File: config.mk
export PLATFORM = sky130hd
export DESIGN_NAME = gray_decade_encoder
export DESIGN_NICKNAME = d
export VERILOG_FILES = /design/src/rtl/gray_decade_encoder.sv
export SDC_FILE = /design/constraint.sdc
export NUM_CORES = 1
export LEC_CHECK = 0
export BUFFER_PORTS_ARGS = -buffer_cell sky130_fd_sc_hd__buf_2
export CELL_PAD_IN_SITES_DETAIL_PLACEMENT = 1
export CELL_PAD_IN_SITES_GLOBAL_PLACEMENT = 2
export CORE_MARGIN = 2
export CORE_UTILIZATION = 31
export CTS_BUF_LIST = sky130_fd_sc_hd__clkbuf_16
export CTS_CLUSTER_DIAMETER = 50
export DETAILED_ROUTE_END_ITERATION = 8
export PLACE_DENSITY_LB_ADDON = 0.1
export SETUP_SLACK_MARGIN = 0.3
export SLEW_MARGIN = 10
export SYNTH_ARGS = -nofsm -noshare
export SYNTH_HDL_FRONTEND = slang
export SYNTH_SLANG_ARGS = --single-unit
File: constraint.sdc
create_clock -name clk -period 3.4 [get_ports clk]
set_input_delay 0.34 -clock clk [delete_from_list [all_inputs] [get_ports clk]]
set_output_delay 0.34 -clock clk [all_outputs]
set_load 0.01 [all_outputs]
File: src/rtl/gray_decade_encoder.sv
// ---------------------------------------------------------------------------
// gray_decade_encoder
//
// Purpose:
//   Single decimal digit counter (up/down, parallel load) for the segment
//   decoder display path. The digit is encoded into the cyclic Gray decade
//   code consumed by the decoder. The block also produces the decoder's
//   active-low lamp-test (n_T) and blank (n_M) controls. A one-cycle carry
//   pulse on every wrap allows multi-digit cascading.
//
// Optional feature (compile-time macro LAMP_TEST_TIMER_EN):
//   Defined   : a rising edge of lamp_test_req stretches n_T low for exactly
//               LT_CYCLES clocks, starting the cycle after the edge; a new
//               rising edge retriggers the timer.
//   Undefined : n_T is the registered inverse of lamp_test_req. No timer
//               hardware is built.
//
// Parameters:
//   MAX_DIGIT  highest count value (1..9); the counter wraps MAX_DIGIT<->0
//   LT_CYCLES  lamp-test stretch length in clocks (1..255), timer build only
//
// Ports:
//   clk            in   system clock, rising edge
//   rst            in   synchronous reset, active-high
//   en             in   count enable, one step per cycle
//   up             in   1 = increment, 0 = decrement
//   load           in   parallel load strobe (has priority over en)
//   load_digit[4]  in   binary digit to load
//   lamp_test_req  in   active-high lamp-test request
//   blank_req      in   active-high blank request
//   X[4]           out  Gray decade code of the current digit
//   n_T            out  active-low lamp test
//   n_M            out  active-low blank
//   digit[4]       out  current digit, binary
//   carry          out  one-cycle wrap pulse (carry up / borrow down)
//   err            out  one-cycle pulse on an out-of-range load
//
// All outputs are registered.
// ---------------------------------------------------------------------------
module gray_decade_encoder #(
   parameter int unsigned MAX_DIGIT = 9,
   parameter int unsigned LT_CYCLES = 8
) (
   input  logic       clk,
   input  logic       rst,
   input  logic       en,
   input  logic       up,
   input  logic       load,
   input  logic [3:0] load_digit,
   input  logic       lamp_test_req,
   input  logic       blank_req,
   output logic [3:0] X,
   output logic       n_T,
   output logic       n_M,
   output logic [3:0] digit,
   output logic       carry,
   output logic       err
);

   localparam logic [3:0] MAX_D = 4'(MAX_DIGIT);

   logic [3:0] digit_q, digit_d;
   logic [3:0] x_q, x_d;
   logic       carry_q, carry_d;
   logic       err_q, err_d;
   logic       n_t_q, n_t_d;
   logic       n_m_q;

   // Cyclic Gray decade code: neighbours differ in one bit, including 9->0.
   function automatic logic [3:0] gray_enc(input logic [3:0] d);
      logic [3:0] g;
      case (d)
         4'd0:    g = 4'b0000;
         4'd1:    g = 4'b0001;
         4'd2:    g = 4'b0011;
         4'd3:    g = 4'b0010;
         4'd4:    g = 4'b0110;
         4'd5:    g = 4'b0111;
         4'd6:    g = 4'b0101;
         4'd7:    g = 4'b0100;
         4'd8:    g = 4'b1100;
         4'd9:    g = 4'b1000;
         default: g = 4'b0000;
      endcase
      return g;
   endfunction

   // Next digit: load beats en; an illegal load leaves the digit untouched.
   always_comb begin
      digit_d = digit_q;
      carry_d = 1'b0;
      err_d   = 1'b0;
      if (load) begin
         if (load_digit <= MAX_D) begin
            digit_d = load_digit;
         end else begin
            err_d = 1'b1;
         end
      end else if (en) begin
         if (up) begin
            // >= keeps the counter in range even if MAX_DIGIT is odd-sized
            if (digit_q >= MAX_D) begin
               digit_d = 4'd0;
               carry_d = 1'b1;
            end else begin
               digit_d = digit_q + 4'd1;
            end
         end else begin
            if (digit_q == 4'd0) begin
               digit_d = MAX_D;
               carry_d = 1'b1;
            end else begin
               digit_d = digit_q - 4'd1;
            end
         end
      end
      // Encode the next digit so X and digit change on the same edge.
      x_d = gray_enc(digit_d);
   end

`ifdef LAMP_TEST_TIMER_EN
   localparam logic [7:0] LT_LOAD = 8'(LT_CYCLES);

   logic       lt_req_q;
   logic [7:0] lt_cnt_q, lt_cnt_d;

   // Rising edge (re)loads the stretch counter; otherwise count down to 0.
   always_comb begin
      lt_cnt_d = lt_cnt_q;
      if (lamp_test_req && !lt_req_q) begin
         lt_cnt_d = LT_LOAD;
      end else if (lt_cnt_q != 8'd0) begin
         lt_cnt_d = lt_cnt_q - 8'd1;
      end
      // Lamp test is active while the counter that follows this edge is nonzero.
      n_t_d = (lt_cnt_d == 8'd0);
   end

   always_ff @(posedge clk) begin
      if (rst) begin
         lt_req_q <= 1'b0;
         lt_cnt_q <= 8'd0;
      end else begin
         lt_req_q <= lamp_test_req;
         lt_cnt_q <= lt_cnt_d;
      end
   end
`else
   always_comb begin
      n_t_d = ~lamp_test_req;
   end
`endif

   always_ff @(posedge clk) begin
      if (rst) begin
         digit_q <= 4'd0;
         x_q     <= 4'b0000;
         carry_q <= 1'b0;
         err_q   <= 1'b0;
         n_t_q   <= 1'b1;
         n_m_q   <= 1'b1;
      end else begin
         digit_q <= digit_d;
         x_q     <= x_d;
         carry_q <= carry_d;
         err_q   <= err_d;
         n_t_q   <= n_t_d;
         n_m_q   <= ~blank_req;
      end
   end

   assign digit = digit_q;
   assign X     = x_q;
   assign carry = carry_q;
   assign err   = err_q;
   assign n_T   = n_t_q;
   assign n_M   = n_m_q;

endmodule
==> qor.yml <==
status:
  status: "completed"
power_and_ir_drop:
  p_sw_w: 0.000126
  combPwrFrac: 0.218
  p_int_w: 0.000354
  peakVddDrop_uv: 338
  cellPowerDensity_nw_per_um2: 504
  netSwitchingFraction: 0.263
  p_total_w: 0.000480
  power_frac_clock: 0.440
  power_frac_seq: 0.342
  leakage_nw: 0.428
timing:
  hold_violations: 0
  maxSlewHeadroom: 0.617
  rsz0062_at_grt: "false"
  fin_setup_tns_ns: 0
  period_needed_ns: 2.35
  slew_viol_final: 0
  finalSetupViolations: 0
  skew_ns: 0.00183
  layout_setup_ws_ns: 1.05
  fmax_ghz: 0.425
  worst_slew_pin_slew_ns: 0.571
  fin_crit_sh: 0.692
synth:
  syn-num-nets: 97
  avgSynthCellArea_sq_um: 9.31
  synthAdderAreaFrac: 0.0829
  synthCells: 81
  synth_top_family_by_area: "simple AND/OR/NAND/NOR gates"
  yosys.area.top_type: "dfxtp_1"
  yosysMostFrequentCell: "dfxtp_1"
  yosysSeqAreaShare: 0.318
  async_reset_ff_frac: 0
  yosys_warnings: 0
  synthTopCellsByArea: "dfxtp_1 (32%), ha_1 (8.3%), nor2_1 (5.0%), o41ai_4 (3.6%), a211oi_1 (3.0%)"
  synth_area_sq_um: 754
  synthXorXnorAreaFrac: 0.0116
  synth-simple-area-share: 0.295
  synth_commonest_cells: "dfxtp_1 (12), nor2_1 (10), ha_1 (5), inv_1 (5), nand2_1 (4)"
  synth_compound_area_frac: 0.211
  ys_ff_latch: 12
  muxShareOfSynthArea: 0.0265
  synthFlopType: "dfxtp_1"
  synth_cell_types: 38
  synth_enable_flop_cells: 0
  yosys.area.top_type_share: 0.318
drt:
  drt_wl_total_um: 1910
  firstDrtPassIters: 3
  drtAntennaViolNets: 0
  wl_per_cell_um: 14.6
  via_per_inst: 5.16
  drtIter0Drc: 5
  drc: 0
  vias: 676
worst_setup_path:
  path_max_fanout: 8
  critical_path.slowest_cell: "o41ai_4"
  worstPathRequired_ns: 3.53
  path_cells: "inv_1 -> ha_1 -> or3b_1 -> and3_4 -> o41ai_4 -> nor2_1 -> a32o_1"
  cp_num_cells: 7
  cp-start-kind: "flop"
  worst-path-buf-inv: 1
  cp.arrival_ns: 2.48
  crit_path_max_incr_delay_ns: 0.49
  crit_type: "flop to flop"
  cp-end-kind: "flop"
  reg2reg_slack_ns: 1.05
  r2r_cells: 7
  crit_family: "compound AO/OA/AOI/OAI gates"
floorplan:
  num_rows: 17
  core_area_sq_um: 2250
  die_area_sq_um: 2840
  die_height_um: 53.3
  die_w_um: 53.3
  start_util: 0.335
  io_pins: 23
worst_hold_path:
  worstHoldPathCells: 2
  hold_path.class: "primary input to flop"
grt:
  grt_max_degree: 13
  grt.overflow.total: 0
  grt_pass1_vias: 677
  grt_pass1_wl_um: 3200
  grt_use_total: 0.160
  grt_antenna_before_repair: 0
clock_tree:
  insertion_delay_ns: 0.24
  path_clk_slew_ns: 0.04
  cts_resized: 0
  cts_buffers: 3
  cts_buffer_depth: 2
  tritoncts: "done"
  ctsRootBufferMaster: "clkbuf_16"
  clkSinkCount: 12
  cts.htree.levels: 1
  postCtsHoldBufs: 0
  post_cts_buffers: 0
cells_and_area:
  n_antenna_cell: 0
  syn_to_final_growth_pct: 26.2
  nNetsFinal: 121
  drive_gt1_frac: 0.301
  utilization: 0.422
  finalNonFillerCells: 131
placed_design:
  place_ws_ns: 1.07
  gp_congestion: 0.751
  dp.cells: 128
  port_buffers: 22
  detailed_place_hpwl_um: 1530
run:
  maxCapViolCount: 0
-- flip-flops by register name (all words and copies together) (netlist names) --
signal and count:
err 1, n_T 1, carry 1, X 4
n_M 1, digit 4
-- metal layers --
metal	global-route usage	wire length (um)
met1	0.221	960
met2	0.245	846
met3	0.0424	82
met4	0.0385	18
met5	0	0
-- layout by cell type (no fill, tap or decap), types with 2 or more instances in the layout --
| cell | Yosys | routed |
|---|---|---|
| a211oi_1 | 3 | 3 |
| a21oi_1 | 3 | 3 |
| and2_1 | 3 | 3 |
| buf_2 | 0 | 22 |
| clkbuf_16 | 0 | 3 |
| dfxtp_1 | 12 | 12 |
| ha_1 | 5 | 5 |
| inv_1 | 5 | 5 |
| mux2i_1 | 2 | 2 |
| nand2_1 | 4 | 4 |
| nand2b_1 | 2 | 2 |
| nor2_1 | 10 | 10 |
| nor3_1 | 3 | 3 |
| nor3b_1 | 2 | 2 |
| or2b_1 | 2 | 2 |
-- worst register-to-register path, stage by stage (launching register included) --
cell     delay [ns]
dfxtp_1        0.48
inv_1          0.13
ha_1           0.21
or3b_1         0.37
and3_4         0.22
o41ai_4        0.49
nor2_1         0.09
a32o_1         0.26
-- power by group through the flow --
| stage | Clock, W | Combinational, W | Sequential, W |
|---|---|---|---|
| after global placement | 0 | 0.000103 | 0.000166 |
| after CTS | 0.000214 | 0.000106 | 0.000164 |
| after floorplan | 0 | 0.0000687 | 0.000167 |
| after global routing | 0.000223 | 0.000118 | 0.000167 |
| final | 0.000211 | 0.000105 | 0.000164 |
| after detailed placement | 0 | 0.000105 | 0.000166 |
-- final timing paths --
path / start / endpoint
min reg2reg: digit[3] / carry
max: digit[1] / X[2]
min: blank_req / n_M
max reg2reg: digit[1] / X[2]
-- cell families (layout without fill, tap and decap cells) --
logic type	Yosys count	after routing
AOI/OAI and AO/OA	17	17
xor gates and xnor gates	1	1
adders and majority gates	5	5
buffers and inverters	8	30
DFF	12	12
muxes	2	2
and+or+nand+nor	36	36
-- area by class of cell --
type / instances / area (sq um)
timing repair buffer: 22 / 110
sequential: 12 / 240
multi-input combinational: 61 / 473
clock buffer: 3 / 75.1
fill: 282 / 1300
tap: 28 / 35.0
inverter: 5 / 18.8
-- metrics by stage --
step                      area, sq um  hold slack (ns)
final                             952            0.263
after global routing              952            0.270
after CTS                         952            0.261
after detailed placement          877            0.509
after global placement            877            0.505
after floorplan                   754            0.409
Note: power is estimated with default switching activity, not from simulation.
